<file path="src/rtl/add_sub_seg_serial.sv">
// Segmented serial adder/subtractor: one SEG_WIDTH-bit slice per clock, with the
// carry passed between slices in a register. Valid/ready handshake on both sides.
module add_sub_seg_serial #(
  parameter int WIDTH     = 32,
  parameter int SEG_WIDTH = 8
) (
  input  logic             clk,
  input  logic             rstb,
  input  logic             in_valid,
  output logic             in_ready,
  input  logic [WIDTH-1:0] X,
  input  logic [WIDTH-1:0] Y,
  input  logic             ci,
  input  logic             sub,
  output logic             out_valid,
  input  logic             out_ready,
  output logic [WIDTH-1:0] sum,
  output logic             co,
  output logic             overflow,
  output logic             zero
);

  localparam int NSEG = WIDTH / SEG_WIDTH;
  localparam int IDXW = (NSEG > 1) ? $clog2(NSEG) : 1;
  localparam logic [IDXW-1:0] LAST_SEG = IDXW'(NSEG - 1);

  typedef enum logic [1:0] {IDLE, CALC, DONE} state_t;

  state_t               state;
  logic [WIDTH-1:0]     a_reg;
  logic [WIDTH-1:0]     b_reg;
  logic                 carry;
  logic [IDXW-1:0]      seg;

  logic [31:0]          base;
  logic [SEG_WIDTH-1:0] seg_a;
  logic [SEG_WIDTH-1:0] seg_b;
  logic [SEG_WIDTH:0]   seg_sum;
  logic [WIDTH-1:0]     next_sum;
  logic                 last;

  // Current segment slice add and the sum register with that slice merged in
  always_comb begin
    base     = 32'(seg) * 32'(SEG_WIDTH);
    seg_a    = SEG_WIDTH'(a_reg >> base);
    seg_b    = SEG_WIDTH'(b_reg >> base);
    seg_sum  = {1'b0, seg_a} + {1'b0, seg_b} + (SEG_WIDTH + 1)'(carry);
    next_sum = sum;
    next_sum[base +: SEG_WIDTH] = seg_sum[SEG_WIDTH-1:0];
    last     = (seg == LAST_SEG);
  end

  // Control FSM with registered handshake outputs and result registers
  always_ff @(posedge clk or negedge rstb) begin
    if (!rstb) begin
      state     <= IDLE;
      in_ready  <= 1'b1;
      out_valid <= 1'b0;
      a_reg     <= '0;
      b_reg     <= '0;
      carry     <= 1'b0;
      seg       <= '0;
      sum       <= '0;
      co        <= 1'b0;
      overflow  <= 1'b0;
      zero      <= 1'b0;
    end else begin
      case (state)
        IDLE: begin
          if (in_valid && in_ready) begin
            a_reg    <= X;
            b_reg    <= sub ? ~Y : Y;
            carry    <= sub ? 1'b1 : ci;
            seg      <= '0;
            sum      <= '0;
            in_ready <= 1'b0;
            state    <= CALC;
          end
        end
        CALC: begin
          sum   <= next_sum;
          carry <= seg_sum[SEG_WIDTH];
          if (last) begin
            // Top slice MSB is the result MSB, so overflow comes from this slice alone
            co        <= seg_sum[SEG_WIDTH];
            overflow  <= (a_reg[WIDTH-1] == b_reg[WIDTH-1]) &&
                         (seg_sum[SEG_WIDTH-1] != a_reg[WIDTH-1]);
            zero      <= (next_sum == '0);
            out_valid <= 1'b1;
            state     <= DONE;
          end else begin
            seg <= seg + 1'b1;
          end
        end
        DONE: begin
          if (out_ready) begin
            out_valid <= 1'b0;
            in_ready  <= 1'b1;
            state     <= IDLE;
          end
        end
        default: begin
          state     <= IDLE;
          in_ready  <= 1'b1;
          out_valid <= 1'b0;
        end
      endcase
    end
  end

endmodule

</file>
<file path="config.mk">
export PLATFORM = sky130hd
export DESIGN_NAME = add_sub_seg_serial
export DESIGN_NICKNAME = d
export VERILOG_FILES = /design/src/rtl/add_sub_seg_serial.sv
export SDC_FILE = /design/constraint.sdc
export NUM_CORES = 1
export LEC_CHECK = 0
export BUFFER_PORTS_ARGS = -buffer_cell sky130_fd_sc_hd__buf_2
export CAP_MARGIN = 20
export CORE_MARGIN = 2
export CORE_UTILIZATION = 49
export DETAILED_ROUTE_END_ITERATION = 16
export PLACE_DENSITY = 0.77
export SETUP_SLACK_MARGIN = 0.02
export SKIP_LAST_GASP = 1
export SYNTH_ARGS = -nofsm -noshare
export SYNTH_HDL_FRONTEND = slang
export SYNTH_SLANG_ARGS = --single-unit
</file>
<file path="constraint.sdc">
create_clock -name clk -period 3.4 [get_ports clk]
set_input_delay 0.34 -clock clk [delete_from_list [all_inputs] [get_ports clk]]
set_output_delay 0.34 -clock clk [all_outputs]
set_load 0.05 [all_outputs]
</file>
# [Yosys cells after proc, flatten, opt, wreduce, memory -nomap -nowiden]
# Cells that the tools add are included.
[classes] muxes=20 reduce_logical=12 add_sub_neg=4 bitwise=3 shift=4 eq_ne=9
[ops] op="$mux W32" count=2
[ops] op="$pmux W32 S2" count=1
[ops] op="$shr A32 B5 Y8" count=2
[ops] op="$neg A5 Y34" count=1
[ops] op="$shift A8 B34 Y32 const A" count=1
[ops] op="$shiftx A8 B34 Y32" count=1
[ops] op="$bwmux W32" count=1
[ops] op="$logic_not A32 Y1" count=1
[ops] op="$not A32 Y32" count=1
[ops] op="$reduce_and A3 Y1" count=4
[ops] op="$mux W2" count=5
[ops] op="$add A8 B8 Y9" count=1
[ops] op="$add A9 B1 Y9" count=1
[ops] op="$ne A2 B2 Y1 const B" count=4
[ops] op="$mux W1" count=6
[ops] op="$pmux W1 S3" count=2
[ops] op="$pmux W2 S3" count=1
[ops] op="$reduce_and A2 Y1" count=3
[ops] op="$eq A2 B2 Y1 const B" count=2
[ops] op="$pmux W2 S2" count=1
[ops] op="$add A2 B1 Y2 const B" count=1
[ops] op="$eq A2 B1 Y1 const B" count=1
[ops] op="$logic_and A1 B1 Y1" count=2
[ops] op="$logic_not A2 Y1" count=1
[ops] op="other kinds (5)" count=6
[totals] word_cells=63 input_bits=70 out_inout_bits=37 ff_bits=106

# [Logic depth before layout (Yosys ltp)]
[logic_depth] depth_word=6 ltp_mapped=10 ltp_nobuf=9

# [Worst setup path after synthesis]
# No wires, ideal clock.
[synth_timing] path_type="register to register" startpoint="register seg[0]" endpoint="register zero" arrival_ns=3.580 path_stages_with_launch=10 t_required_ns=3.324 setup_time_ns=0.076 period_less_slack_ns=3.657 path_buffers=1 setup_slack_ns=-0.257 cell_sequence="dfrtp_1 > buf_1 > mux4_2 > fa_1 > fa_1 > nor2_1 > o22ai_1 > or4_1 > or3_1 > o21ai_1"
[synth_via] elab_chain_len=6 word_cells_on_any_way=11 cone_classes="3 x add/sub; 1 x eq/ne; 4 x shift; 1 x mux; 2 x reduce/logical"
[synth_rtl] item="from (decl)" line="33" source="logic [IDXW-1:0] seg;"
[synth_rtl] item="from (signal assigned)" line="92" source="seg <= seg + 1'b1;"
[synth_rtl] item="$shr A32 B5 Y8, on equally long branches" line="45, 46"
[synth_rtl] item="$add A8 B8 Y9" line="47" source="seg_sum = {1'b0, seg_a} + {1'b0, seg_b} + (SEG_WIDTH + 1)'(carry);"
[synth_rtl] item="$add A9 B1 Y9" line="47"
[synth_rtl] item="$shiftx A8 B34 Y32" line="49" source="next_sum[base +: SEG_WIDTH] = seg_sum[SEG_WIDTH-1:0];"
[synth_rtl] item="$bwmux W32" line="49"
[synth_rtl] item="$logic_not A32 Y1" line="88" source="zero <= (next_sum == '0);"
[synth_rtl] item="to (signal assigned)" line="88"
[synth_rtl] item="to (decl)" line="20" source="output logic zero"
# Parallel ways exist; a longest one is shown, timed or not.
# A chain may end at the register's enable or synchronous reset.

# [Worst setup path after layout]
# Same ends and word-level chain as after synthesis.

==> results.tsv <==
metric	value	unit
place_worst_setup_slack	160	ps
clockBufferDepth	2	
slew_viol_final	0	
dp_hpwl	8470	um
reg2reg_slack	170	ps
grt_pass1_wl	18900	um
overflow	0	
io_pins	107	
synth_edf_count	0	
max_stage_delay	530	ps
worst_slew_pin_slew	918	ps
fin_cells	674	
drt-total-wl	11500	um
fin_crit_sh	95.0	%
syn-cell-area	0.00509	mm^2
syn_avg_cell_area	12.0	um^2
setup_violations	0	
antennaDiodeCount	0	
synth-seq-cells	106	
r2r_cells	8	
regArea	0.00266	mm^2
first_iter_violations	224	
fill_cells	886	
port_buffers	106	
period_minus_slack	3230	ps
grt_max_degree	59	
clkSlewWorstSetupHoldPaths	110	ps
path_delay_family	simple AND/OR/NAND/NOR gates	
drtPass1Iterations	4	
drc	0	
crit_type	register to register	
syn_to_final_growth	18.4	%
cts_sinks	106	
hold_violations	29	
grt_pass1_vias	3803	
fmax	310	MHz
drive_above_1_share	35.5	%
gp_congestion	0.897	
worst_slack	171	ps
final_nets	618	
synthMuxAreaShare	14.8	%
crit_fanout	4	
synth_fa_ha_area_share	3.98	%
path_cells	mux4_2 > fa_1 > fa_1 > nor2_1 > o22ai_1 > or4_1 > or3_1 > o21ai_1	
postSynthCellCount	423	
hold_path.class	input port to async pin	
tritoncts	yes	
crit_path_frequent_cell	fa_1	
die_h	106	um
wire_per_inst	17.1	um
dieArea	0.0112	mm^2
fin_tns_setup	0	ps
synth-simple-area-share	7.91	%
rr_startpoint	seg[0]	
core-area	0.0102	mm^2
clock-root-buffer	clkbuf_8	
crit_cells	8	
htreeDepth	3	
critPathSlowestCell	mux4_2	
cp.required	3700	ps
rows	37	
worst-path-buf-inv	0	
startpoint	seg[0]	
cp.arrival	3530	ps
endpoint_kind	register	
rsz0062_at_grt	no	
crit_path_end	zero	
final_cell_mix	buf_2 (105), dfrtp_1 (104), nor2_1 (49)	
insertion_delay	370	ps
violations	hold timing	
synth_top_family_by_area	multiplexers	
r2r-end	zero	
drv_cap	0	
async_flop_share	100	%
ys_seq_area_share	52.1	%
cts_buffers	9	
postRouteAntennaNets	0	
synth-xor-area-share	6.36	%
start_kind	register	
synth_flop_cell	dfrtp_1	
synth-compound-area-share	12.9	%
synth.distinct_cells	42	
multi_input_area	0.00235	mm^2
dp_cells	658	
mostFrequentLayoutCell	buf_2	
grt_usage	21.7	%
synth_warnings	0	
antenna_found_initial	0	
die_x	106	um
start_util	50.0	%
slew_headroom	38.8	%
status	complete, but fails checks	
via_per_inst	5.54	
fin_skew	16.8	ps
synthesis.nets	508	
hold_buffers	0	
vias	3735	
hold_slack	-17.2	ps
-- routing by layer --
layer,up-vias,part of all wire [%],global-route usage [%]
li1,1757,-,-
met1,1832,43,28.8
met2,128,50,36.7
met3,18,5.3,3.00
met4,0,1.9,7.80
met5,-,0,0
-- logic make-up after synthesis --
kind of cell / after synthesis
AO/OA/AOI/OAI: 101
adder cells (fa/ha/maj): 15
flip-flops: 106
AND/OR/NAND/NOR: 87
XOR/XNOR: 37
buffers and inverters: 26
multiplexers: 51
-- layout make-up --
cell class	instances	area share, %
repair buffers	119	10.7
multi-input cells	291	39.0
inverters	6	0.373
clock buffers	10	2.28
clock inverters	6	0.809
well taps	136	2.82
flip-flops and latches	106	44.0
-- how the worst min path moves through the flow --
stage / from / endpoint / slack, ps / cells after the start
after global routing: rstb / sum[29] / 40 / 1
after detailed placement: rstb / out_valid / 420 / 1
after CTS: rstb / out_valid / 10 / 1
after global placement: rstb / out_valid / 410 / 1
final: rstb / sum[4] / -20 / 1
after floorplan: rstb / a_reg[0] / 40 / 0
-- cells in the mapped netlist (all sizes together), types with 6 or more instances --
library cell / count / area share, %
inv: 6 / 0.44
a21oi: 47 / 4.6
nand2: 11 / 0.96
o21ai: 9 / 0.88
buf: 11 / 0.84
xnor2: 35 / 6.0
ha: 13 / 3.2
nor2: 49 / 3.6
clkbuf: 9 / 0.66
mux2: 34 / 7.5
dfrtp: 105 / 52
a22o: 32 / 5.5
nor3: 8 / 0.79
mux4: 16 / 7.1
-- repair_timing --
item / in CTS / in global routing
setup buffers: 0 / 0
resized for setup: 0 / 3
setup endpoints to repair: 0 / 1
-- metrics by stage --
stage / area, um^2 / hold WS, ps / utilization, %
finish: 6030 / -17.2 / 59.2
global route: 6030 / 39.6 / 59.2
CTS: 6020 / 11.8 / 59.1
detailed placement: 5840 / 418 / 57.3
global placement: 5840 / 406 / 57.3
floorplan: 5100 / 44.4 / -
Power is left out: the tool's default activity adds up to more than one toggle a clock period on the data nets, which glitch-free logic cannot reach.
